File: config.mk
export PLATFORM = sky130hd
export DESIGN_NAME = seg7_scan_decoder_flat
export DESIGN_NICKNAME = d
export VERILOG_FILES = /design/src/rtl/seg7_pkg.sv /design/src/rtl/seg7_scan_decoder_if.sv /design/src/rtl/seg7_pattern_decode.sv /design/src/rtl/seg7_scan_decoder.sv /design/src/flat_wrapper.sv
export SDC_FILE = /design/constraint.sdc
export NUM_CORES = 1
export LEC_CHECK = 0
export CAP_MARGIN = 20
export CORE_MARGIN = 2
export CORE_UTILIZATION = 53
export DETAILED_ROUTE_END_ITERATION = 6
export GPL_ROUTABILITY_DRIVEN = 0
export PLACE_DENSITY = 0.83
export SYNTH_ARGS = -nofsm -noshare
export SYNTH_HDL_FRONTEND = slang
export SYNTH_SLANG_ARGS = --single-unit
File: constraint.sdc
create_clock -name clk -period 3.68 [get_ports clk]
set_input_delay 0.736 -clock clk [delete_from_list [all_inputs] [get_ports clk]]
set_output_delay 0.736 -clock clk [all_outputs]
set_load 0.05 [all_outputs]
File: src/rtl/seg7_pkg.sv
// Shared constants, FSM state type and small helpers for the seven-segment
// scan decoder. All segment patterns are active-low {g,f,e,d,c,b,a}.
package seg7_pkg;

  localparam int unsigned SETTLE_CYCLES_DEFAULT = 4;

  localparam logic [6:0] PAT_0     = 7'h40;
  localparam logic [6:0] PAT_1     = 7'h79;
  localparam logic [6:0] PAT_2     = 7'h24;
  localparam logic [6:0] PAT_3     = 7'h30;
  localparam logic [6:0] PAT_4     = 7'h19;
  localparam logic [6:0] PAT_5     = 7'h12;
  localparam logic [6:0] PAT_6     = 7'h02;
  localparam logic [6:0] PAT_7     = 7'h78;
  localparam logic [6:0] PAT_8     = 7'h00;
  localparam logic [6:0] PAT_9     = 7'h10;
  localparam logic [6:0] PAT_BLANK = 7'h7F;

  typedef enum logic [1:0] {
    ST_CHANGE = 2'd0,
    ST_SETTLE = 2'd1,
    ST_HELD   = 2'd2
  } scan_state_t;

  // True when exactly one anode line is driven low.
  function automatic logic one_low(input logic [7:0] an_v);
    logic [7:0] low_v;
    low_v = ~an_v;
    return (low_v != 8'h00) && ((low_v & (low_v - 8'h01)) == 8'h00);
  endfunction

  // Position of the low anode line; only meaningful when one_low() holds.
  function automatic logic [2:0] low_index(input logic [7:0] an_v);
    logic [2:0] idx_v;
    idx_v = 3'd0;
    for (int i = 0; i < 8; i++) begin
      if (!an_v[i]) begin
        idx_v = 3'(i);
      end else begin
        idx_v = idx_v;
      end
    end
    return idx_v;
  endfunction

endpackage

File: src/rtl/seg7_scan_decoder_if.sv
// Pin-side bundle of the scan decoder: the multiplexed display lines going in
// and the captured digit state coming out.
interface seg7_scan_decoder_if;

  logic [7:0]  an;
  logic [6:0]  seg;
  logic [31:0] digits;
  logic [7:0]  digit_valid;
  logic [7:0]  digit_err;
  logic        new_digit;
  logic [2:0]  new_idx;
  logic        frame_done;

  // Display-driver side (drives the lines, observes the decoded result).
  modport master (
    output an, seg,
    input  digits, digit_valid, digit_err, new_digit, new_idx, frame_done
  );

  // Decoder side.
  modport slave (
    input  an, seg,
    output digits, digit_valid, digit_err, new_digit, new_idx, frame_done
  );

endinterface

File: src/rtl/seg7_pattern_decode.sv
// Combinational lookup from an active-low segment pattern to a decimal value,
// with flags for a recognised digit and for the all-off blank pattern.
module seg7_pattern_decode
  import seg7_pkg::*;
(
  input  logic [6:0] pattern,
  output logic [3:0] value,
  output logic       is_digit,
  output logic       is_blank
);

  // Table lookup; anything not listed is neither a digit nor blank.
  always_comb begin
    value    = 4'd0;
    is_digit = 1'b1;
    is_blank = 1'b0;
    case (pattern)
      PAT_0:     value = 4'd0;
      PAT_1:     value = 4'd1;
      PAT_2:     value = 4'd2;
      PAT_3:     value = 4'd3;
      PAT_4:     value = 4'd4;
      PAT_5:     value = 4'd5;
      PAT_6:     value = 4'd6;
      PAT_7:     value = 4'd7;
      PAT_8:     value = 4'd8;
      PAT_9:     value = 4'd9;
      PAT_BLANK: begin
        is_digit = 1'b0;
        is_blank = 1'b1;
      end
      default: begin
        is_digit = 1'b0;
        is_blank = 1'b0;
      end
    endcase
  end

endmodule

File: src/rtl/seg7_scan_decoder.sv
// Snoops a multiplexed seven-segment display: synchronises the anode/segment
// lines, waits for each pattern to stay stable, then captures it once per
// stable episode into a per-position digit register.
module seg7_scan_decoder
  import seg7_pkg::*;
#(
  parameter int unsigned SETTLE_CYCLES = SETTLE_CYCLES_DEFAULT,
  parameter logic [7:0]  DIGIT_MASK    = 8'h0F
) (
  input  logic                clk,
  input  logic                reset_n,
  seg7_scan_decoder_if.slave  bus
);

  localparam logic [7:0] SETTLE_MAX = SETTLE_CYCLES[7:0];

  logic [7:0]  sync_an1_r, sync_an2_r, prev_an_r;
  logic [6:0]  sync_seg1_r, sync_seg2_r, prev_seg_r;
  scan_state_t state_r, state_nxt_s, eff_state_s;
  logic [7:0]  cnt_r, cnt_nxt_s;
  logic [8:0]  cnt_inc_s;
  logic        qualified_s, restart_s, capture_s;
  logic [2:0]  idx_s;
  logic [3:0]  dec_value_s;
  logic        dec_digit_s, dec_blank_s;
  logic [7:0]  cap_bit_s, cover_s;
  logic        frame_hit_s;

  logic [7:0]  seen_r;
  logic [31:0] digits_r;
  logic [7:0]  digit_valid_r, digit_err_r;
  logic        new_digit_r, frame_done_r;
  logic [2:0]  new_idx_r;

  seg7_pattern_decode u_decode (
    .pattern  (sync_seg2_r),
    .value    (dec_value_s),
    .is_digit (dec_digit_s),
    .is_blank (dec_blank_s)
  );

  // Two-flop synchroniser for the asynchronous display lines.
  always_ff @(posedge clk or negedge reset_n) begin
    if (!reset_n) begin
      sync_an1_r  <= 8'h00;
      sync_an2_r  <= 8'h00;
      sync_seg1_r <= 7'h00;
      sync_seg2_r <= 7'h00;
    end else begin
      sync_an1_r  <= bus.an;
      sync_an2_r  <= sync_an1_r;
      sync_seg1_r <= bus.seg;
      sync_seg2_r <= sync_seg1_r;
    end
  end

  // Sample classification: a sample that differs from the last one, or that
  // has zero / several anodes low, starts a fresh episode.
  always_comb begin
    qualified_s = one_low(sync_an2_r);
    idx_s       = low_index(sync_an2_r);
    restart_s   = (sync_an2_r != prev_an_r) || (sync_seg2_r != prev_seg_r) || !qualified_s;
    cap_bit_s   = 8'h01 << idx_s;
    cover_s     = seen_r | cap_bit_s;
    frame_hit_s = (DIGIT_MASK != 8'h00) && ((cover_s & DIGIT_MASK) == DIGIT_MASK);
  end

  // FSM state, stability counter and previous-sample register.
  always_ff @(posedge clk or negedge reset_n) begin
    if (!reset_n) begin
      state_r    <= ST_CHANGE;
      cnt_r      <= 8'd0;
      prev_an_r  <= 8'h00;
      prev_seg_r <= 7'h00;
    end else begin
      state_r    <= state_nxt_s;
      cnt_r      <= cnt_nxt_s;
      prev_an_r  <= sync_an2_r;
      prev_seg_r <= sync_seg2_r;
    end
  end

  // Next state and capture decision. A changed sample is handled as CHANGE in
  // the same cycle it is seen, so it already counts as the first stable
  // sample; this keeps the pin-to-strobe latency at 2 + SETTLE_CYCLES.
  always_comb begin
    state_nxt_s = state_r;
    cnt_nxt_s   = cnt_r;
    capture_s   = 1'b0;
    cnt_inc_s   = {1'b0, cnt_r} + 9'd1;
    eff_state_s = restart_s ? ST_CHANGE : state_r;
    case (eff_state_s)
      ST_CHANGE: begin
        cnt_nxt_s = 8'd1;
        if (!qualified_s) begin
          state_nxt_s = ST_CHANGE;
        end else if (SETTLE_MAX == 8'd1) begin
          capture_s   = 1'b1;
          state_nxt_s = ST_HELD;
        end else begin
          state_nxt_s = ST_SETTLE;
        end
      end
      ST_SETTLE: begin
        if (cnt_r >= SETTLE_MAX) begin
          cnt_nxt_s = SETTLE_MAX;
        end else begin
          cnt_nxt_s = cnt_inc_s[7:0];
        end
        if (cnt_inc_s == {1'b0, SETTLE_MAX}) begin
          capture_s   = 1'b1;
          state_nxt_s = ST_HELD;
        end else begin
          state_nxt_s = ST_SETTLE;
        end
      end
      ST_HELD: begin
        cnt_nxt_s   = cnt_r;
        state_nxt_s = ST_HELD;
      end
      default: begin
        cnt_nxt_s   = 8'd0;
        state_nxt_s = ST_CHANGE;
      end
    endcase
  end

  // Captured digit state, strobes and frame tracking.
  always_ff @(posedge clk or negedge reset_n) begin
    if (!reset_n) begin
      seen_r        <= 8'h00;
      digits_r      <= 32'h0000_0000;
      digit_valid_r <= 8'h00;
      digit_err_r   <= 8'h00;
      new_digit_r   <= 1'b0;
      new_idx_r     <= 3'd0;
      frame_done_r  <= 1'b0;
    end else if (capture_s) begin
      new_digit_r  <= 1'b1;
      new_idx_r    <= idx_s;
      frame_done_r <= frame_hit_s;
      seen_r       <= frame_hit_s ? (cap_bit_s & ~DIGIT_MASK) : cover_s;
      if (dec_digit_s) begin
        digits_r[{idx_s, 2'b00} +: 4] <= dec_value_s;
        digit_valid_r[idx_s]          <= 1'b1;
        digit_err_r[idx_s]            <= 1'b0;
      end else if (dec_blank_s) begin
        digits_r[{idx_s, 2'b00} +: 4] <= 4'h0;
        digit_valid_r[idx_s]          <= 1'b0;
        digit_err_r[idx_s]            <= 1'b0;
      end else begin
        digit_valid_r[idx_s]          <= 1'b0;
        digit_err_r[idx_s]            <= 1'b1;
      end
    end else begin
      new_digit_r  <= 1'b0;
      new_idx_r    <= 3'd0;
      frame_done_r <= 1'b0;
    end
  end

  assign bus.digits      = digits_r;
  assign bus.digit_valid = digit_valid_r;
  assign bus.digit_err   = digit_err_r;
  assign bus.new_digit   = new_digit_r;
  assign bus.new_idx     = new_idx_r;
  assign bus.frame_done  = frame_done_r;

endmodule

File: src/flat_wrapper.sv
// flat-port wrapper written by rule: the top's interface ports become plain ports
module seg7_scan_decoder_flat import seg7_pkg::*;
#(
  parameter int unsigned SETTLE_CYCLES = SETTLE_CYCLES_DEFAULT,
  parameter logic [7:0]  DIGIT_MASK    = 8'h0F
)
  (clk, reset_n, bus_an, bus_seg, bus_digits, bus_digit_valid, bus_digit_err, bus_new_digit, bus_new_idx, bus_frame_done);
  seg7_scan_decoder_if bus_i ();
  input  logic clk;
  input  logic reset_n;
  input wire logic [$bits(bus_i.an)-1:0] bus_an;
  input wire logic [$bits(bus_i.seg)-1:0] bus_seg;
  output wire logic [$bits(bus_i.digits)-1:0] bus_digits;
  output wire logic [$bits(bus_i.digit_valid)-1:0] bus_digit_valid;
  output wire logic [$bits(bus_i.digit_err)-1:0] bus_digit_err;
  output wire logic [$bits(bus_i.new_digit)-1:0] bus_new_digit;
  output wire logic [$bits(bus_i.new_idx)-1:0] bus_new_idx;
  output wire logic [$bits(bus_i.frame_done)-1:0] bus_frame_done;
  assign bus_i.an = bus_an;
  assign bus_i.seg = bus_seg;
  assign bus_digits = bus_i.digits;
  assign bus_digit_valid = bus_i.digit_valid;
  assign bus_digit_err = bus_i.digit_err;
  assign bus_new_digit = bus_i.new_digit;
  assign bus_new_idx = bus_i.new_idx;
  assign bus_frame_done = bus_i.frame_done;
  seg7_scan_decoder #(.SETTLE_CYCLES(SETTLE_CYCLES), .DIGIT_MASK(DIGIT_MASK)) u_core (.clk(clk), .reset_n(reset_n), .bus(bus_i));
endmodule
# Word level (Yosys, flattened, before mapping)
# Cells that the tools add are included.
word_totals:
  latchBits: 0
  word_cells: 92
  output_inout_bits: 53
  input_bits: 17
  n_memories: 0
  regBits: 116
  mem_bits_ro: 0
  ram_bits: 0
classes:
  n_eq_ne: 16
  reduce_logical: 12
  shift: 4
  mul: 0
  magnitude_cmp: 3
  n_div: 0
  muxes: 31
  bitwise: 8
  add_sub_neg: 3
op_table:
  columns: ["op", "n"]
  rows:
  - ["$bwmux W32", 2]
  - ["$mux W32", 2]
  - ["$mux W8", 5]
  - ["$pmux W4 S9", 1]
  - ["$shift A4 B7 Y32 const A", 1]
  - ["$shiftx A4 B7 Y32", 1]
  - ["$shiftx A4 B7 Y32 const A", 1]
  - ["$eq A7 B7 Y1 const B", 4]
  - ["$and A8 B8 Y8", 3]
  - ["$or A8 B8 Y8", 3]
  - ["$pmux W8 S3", 1]
  - ["$eq A7 B5 Y1 const B", 3]
  - ["$not A8 Y8", 2]
  - ["$mux W3", 5]
  - ["$eq A7 B6 Y1 const B", 2]
  - ["$reduce_or A10 Y1", 1]
  - ["$add A8 B1 Y9 const B", 1]
  - ["$eq A9 B3 Y1 const B", 1]
  - ["$mux W1", 9]
  - ["$ge A8 B3 Y1 const B", 1]
  - ["$logic_not A8 Y1", 1]
  - ["$mux W2", 4]
  - ["$ne A8 B8 Y1", 1]
  - ["$reduce_bool A8 Y1", 1]
  - ["19 further kinds", 21]

# Longest topological paths before layout
logic_depth:
  depth_word: 15
  ltp_mapped: 9
  depth_no_buf: 9

# By module
# A second synthesis with hierarchy kept.
unflattened:
  hier_cells: 358
  area_unflattened_um2: 4624.4
by_module_without_submodules:
  columns: ["module", "cells_each", "area_each_um2", "n_inst"]
  rows:
  - ["seg7_scan_decoder", 335, 4470.5, 1]
  - ["seg7_pattern_decode", 23, 153.9, 1]

# Worst setup path after synthesis
# No wires, ideal clock.
synth_path:
  kind: "register -> register"
  startpoint: "register u_core.sync_an2_r[6]"
  endpoint: "register u_core.seen_r[0]"
  synth_period_minus_slack_ns: 2.782
  n_path_buf: 2
  path_slack_ns: 0.898
  arrival_ns: 2.637
  stages_incl_launch_ff: 10
  cell_sequence: "dfrtp_1 > buf_2 > nor2b_1 > a311oi_1 > ha_1 > ha_1 > clkbuf_1 > o22ai_1 > nor4_1 > nor2_1"
synth_via:
  elab_chain_len: 10
  word_cells_on_any_way: 19
synth_rtl:
  columns: ["item", "line_no", "text"]
  rows:
  - ["start: declaration", "seg7_scan_decoder.sv:17", "logic [7:0] sync_an1_r, sync_an2_r, prev_an_r;"]
  - ["start signal: assignment", "seg7_scan_decoder.sv:51", "sync_an2_r <= sync_an1_r;"]
  - ["$not A8 Y8", "seg7_pkg.sv:28", "low_v = ~an_v;"]
  - ["$sub A8 B1 Y8", "seg7_pkg.sv:29", "return (low_v != 8'h00) && ((low_v & (low_v - 8'h01)) == 8'h00);"]
  - ["$and A8 B8 Y8", "seg7_pkg.sv:29", null]
  - ["$logic_not A8 Y1", "seg7_pkg.sv:29", null]
  - ["$logic_and A1 B1 Y1", "seg7_pkg.sv:29", null]
  - ["$logic_not A1 Y1", "seg7_scan_decoder.sv:62", "restart_s = (sync_an2_r != prev_an_r) || (sync_seg2_r != prev_seg_r) || !qualified_s;"]
  - ["$logic_or A1 B1 Y1", "seg7_scan_decoder.sv:62", null]
  - ["$mux W2", "seg7_scan_decoder.sv:91", "eff_state_s = restart_s ? ST_CHANGE : state_r;"]
  - ["$eq A2 B1 Y1", "seg7_scan_decoder.sv:92", "case (eff_state_s)"]
  - ["$mux W1", "seg7_scan_decoder.sv:92", null]
  - ["end signal: assignment", "seg7_scan_decoder.sv:142", "seen_r <= frame_hit_s ? (cap_bit_s & ~DIGIT_MASK) : cover_s;"]
  - ["end: declaration", "seg7_scan_decoder.sv:29", "logic [7:0] seen_r;"]
# Parallel ways exist; a longest one is shown, timed or not.
# A chain may end at the register's enable or synchronous reset.

# Worst setup path in the final report
layout_path:
  startpoint: "register u_core.sync_seg2_r[2]"
  endpoint: "register u_core.digits_r[27], in the netlist u_core.bus.digits[27]"
layout_via:
  elab_chain_len: 7
  word_cells_on_any_way: 26
layout_rtl:
  columns: ["item", "line_no", "text"]
  rows:
  - ["start: declaration", "seg7_scan_decoder.sv:18", "logic [6:0] sync_seg1_r, sync_seg2_r, prev_seg_r;"]
  - ["start signal: assignment", "seg7_scan_decoder.sv:53", "sync_seg2_r <= sync_seg1_r;"]
  - ["branches (longest 7 deep; another with $shiftx A4 B7 Y32)", null, null]
  - ["end signal: indexed assignment", "seg7_scan_decoder.sv:144", "digits_r[{idx_s, 2'b00} +: 4] <= dec_value_s;"]
  - ["end: declaration", "seg7_scan_decoder.sv:30", "logic [31:0] digits_r;"]
# Several ways; the timed one is not identified.

==> run_results.csv <==
group,metric,value,unit
yosys,seq_area_frac_synth,61.1,%
layout,stdcell_area,5570,µm²
layout,final_common_cell,"dfrtp_1",
die,placementRows,33,
sta,rsz0062_at_grt,"false",
sta,fin_crit_sh,82.5,%
global_route,grt_max_degree,58,
yosys,ys_ff_latch,112,
sta,hold_viol,0,
clock_network,cts_tree,"yes",
setup_path,cp-end-kind,"flop",
placement,dpl.hpwl,6.30,mm
clock_network,htreeDepth,3,
clock_network,cts_buffers,9,
layout,nets,448,
global_route,antenna_found_initial,0,
routing,vias_per_cell,5.59,
yosys,syn_nets,378,
routing,num_vias,2983,
routing,totalWireLength,8.61,mm
clock_network,clock_latency,380,ps
clock_network,post_cts_buffers,0,
clock_network,root_buffer,"clkbuf_8",
setup_path,cp_top_family,"simple AND/OR/NAND/NOR gates",
yosys,yosysUniqueCellTypes,48,
setup_path,path_cells,"or4b_1 > o2bb2a_1 > nand4_1 > o211ai_1 > nor4_2 > mux2_2",
yosys,synth_cells,354,
die,ios,70,
sta,tightest_slew,927,ps
flow_run,cap_violations,0,
die,start_util,55.3,%
die,core_area,8300,µm²
routing,routedWlPerCell,16.1,µm
layout,postLayoutCoreUtil,67.1,%
setup_path,cp_slowest_stage_delay,570,ps
sta,setup_tns,0,ps
setup_path,cp.required,3950,ps
setup_path,cpMaxStageDelayCell,"or4b_1",
global_route,gr-max-usage-layer,"met2",
sta,fin_crit,3040,ps
die,die_w,97.0,µm
die,die-area,9410,µm²
yosys,synth_area,4590,µm²
clock_network,cts_sinks,112,
worst_hold_path,hp-class,"flop to flop",
yosys,synth_ff_type,"dfrtp_1",
layout,drive_above_1_share,16.8,%
setup_path,arrival,3310,ps
worst_hold_path,worstHoldStart,"u_core.sync_an1_r[2]",
sta,skew,12.8,ps
layout,syn_to_final_growth,21.4,%
power_and_ir_drop,p_total,0.00207,W
global_route,grt_pass1_vias,2934,
routing,ant_nets,0,
power_and_ir_drop,peakVddDrop,0.329,mV
setup_path,critical_path_class,"flop to flop",
routing,dr.pass1.iters,4,
sta,setup_violations,0,
setup_path,cp-startpoint,"u_core.sync_seg2_r[2]",
power_and_ir_drop,powerDensity,372,nW/µm²
placement,port_buffers,69,
die,fp.dieH,97.0,µm
layout,mostFrequentLayoutCells,"112 x dfrtp_1, 68 x clkdlybuf4s50_1, 44 x mux2_2",
setup_path,critPathLaunchType,"flop",
global_route,met1_usage,26.3,%
yosys,synth_area_per_cell,13.0,µm²
setup_path,cp_num_buf_inv,0,
routing,drc_errors,0,
clock_network,cts_resized,0,
setup_path,path_max_fanout,12,
global_route,grt.overflow.total,0,
placement,placed_area,5380,µm²
sta,maxSlewHeadroom,37.6,%
yosys,ys_warn_count,0,
setup_path,rr_startpoint,"u_core.sync_seg2_r[2]",
sta,finalMaxSlewViolations,0,
power_and_ir_drop,p_leak,2.53,nW
clock_network,cts.clk_slew.worst_paths,110,ps
setup_path,reg2reg_slack,640,ps
layout,num_antenna_cells,0,
yosys,synthArstFlopShare,100,%
sta,max_freq,329,MHz
global_route,grt_pass1_wl,14.7,mm
global_route,grt_use_total,19.7,%
global_route,grt_util_met3,6.07,%
routing,drtIter0Drc,238,
yosys,synth_edf_count,0,
global_route,grtUsageMet2,30.5,%
clock_network,cts_max_path_buffers,2,
status,run_status,"finished clean",
clock_network,postCtsHoldBufs,0,
-- per-layer routing --
layer	routed length (µm)	part of all wire [%]	up-vias
met5	0	0	-
met4	157	1.8	0
met3	454	5.3	12
met2	4180	49	81
met1	3820	44	1483
li1	-	-	1407
-- final cells by class --
cell class                      count  area [µm²]
Sequential cell                   112        2800
Fill cell                         614        2730
Multi-Input combinational cell    219        1690
Timing Repair Buffer               71         716
Tap cell                          105         131
Clock buffer                        9         124
Clock inverter                      7        63.8
Inverter                           11        41.3
-- cell families (layout without fill, tap and decap cells) --
kind of cell               after synthesis  count (layout)  synth area share [%]
DFF                                    112             112                  61.1
buffers and inverters                   23              98                  2.05
xor gates and xnor gates                17              17                  3.25
and+or+nand+nor                        114             114                  14.4
muxes                                   44              44                  10.8
AOI/OAI and AO/OA                       37              37                  6.47
adders and majority gates                7               7                  1.91
-- synthesized netlist by cell type, drive strengths merged (3+ instances only) --
cell type	count	share of area [%]
dfrtp	112	61
mux2	44	11
nor2	24	2.0
nand2	15	1.2
nand4	11	1.6
xor2	11	2.1
inv	10	0.82
nor2b	10	1.4
a21oi	9	0.98
nor4	9	1.4
and3	8	1.1
ha	7	1.9
nor3	7	0.87
buf	6	0.65
clkbuf	6	0.49
nand3	6	0.65
xnor2	6	1.1
and2	5	0.68
nor3b	5	0.93
a22o	4	0.76
a31oi	4	0.55
o21ai	4	0.44
and4b	3	0.65
o211ai	3	0.49
or4	3	0.65
-- through the flow --
step | hold WS [ps] | worst slack (ps) | cells
after floorplan | 331 | 898 | 354
after detailed placement | 335 | 668 | 518
after global routing | 373 | 473 | 534
after CTS | 359 | 640 | 534
final | 357 | 642 | 534
after global placement | 332 | 805 | 518
-- final timing paths --
kind,to,depth (start not counted)
max,u_core.bus.digits[27],6
min,u_core.sync_an2_r[2],0
max reg2reg,u_core.bus.digits[27],6
min reg2reg,u_core.sync_an2_r[2],0
max in group asynchronous,u_core.bus.digits[13],2
min in group asynchronous,u_core.sync_an1_r[6],1
-- power by group --
| group | internal (W) | switching, W |
|---|---|---|
| clock | 0.000260 | 0.000426 |
| sequential | 0.00125 | 0.0000256 |
| combinational | 0.0000428 | 0.0000645 |
| total | 0.00156 | 0.000516 |
-- worst register-to-register path: stages, from the launching register on --
cell	delay (ps)
dfrtp_1	480
or4b_1	570
o2bb2a_1	340
nand4_1	460
o211ai_1	270
nor4_2	420
mux2_2	390
No activity file was read; power rests on OpenSTA's default activity.
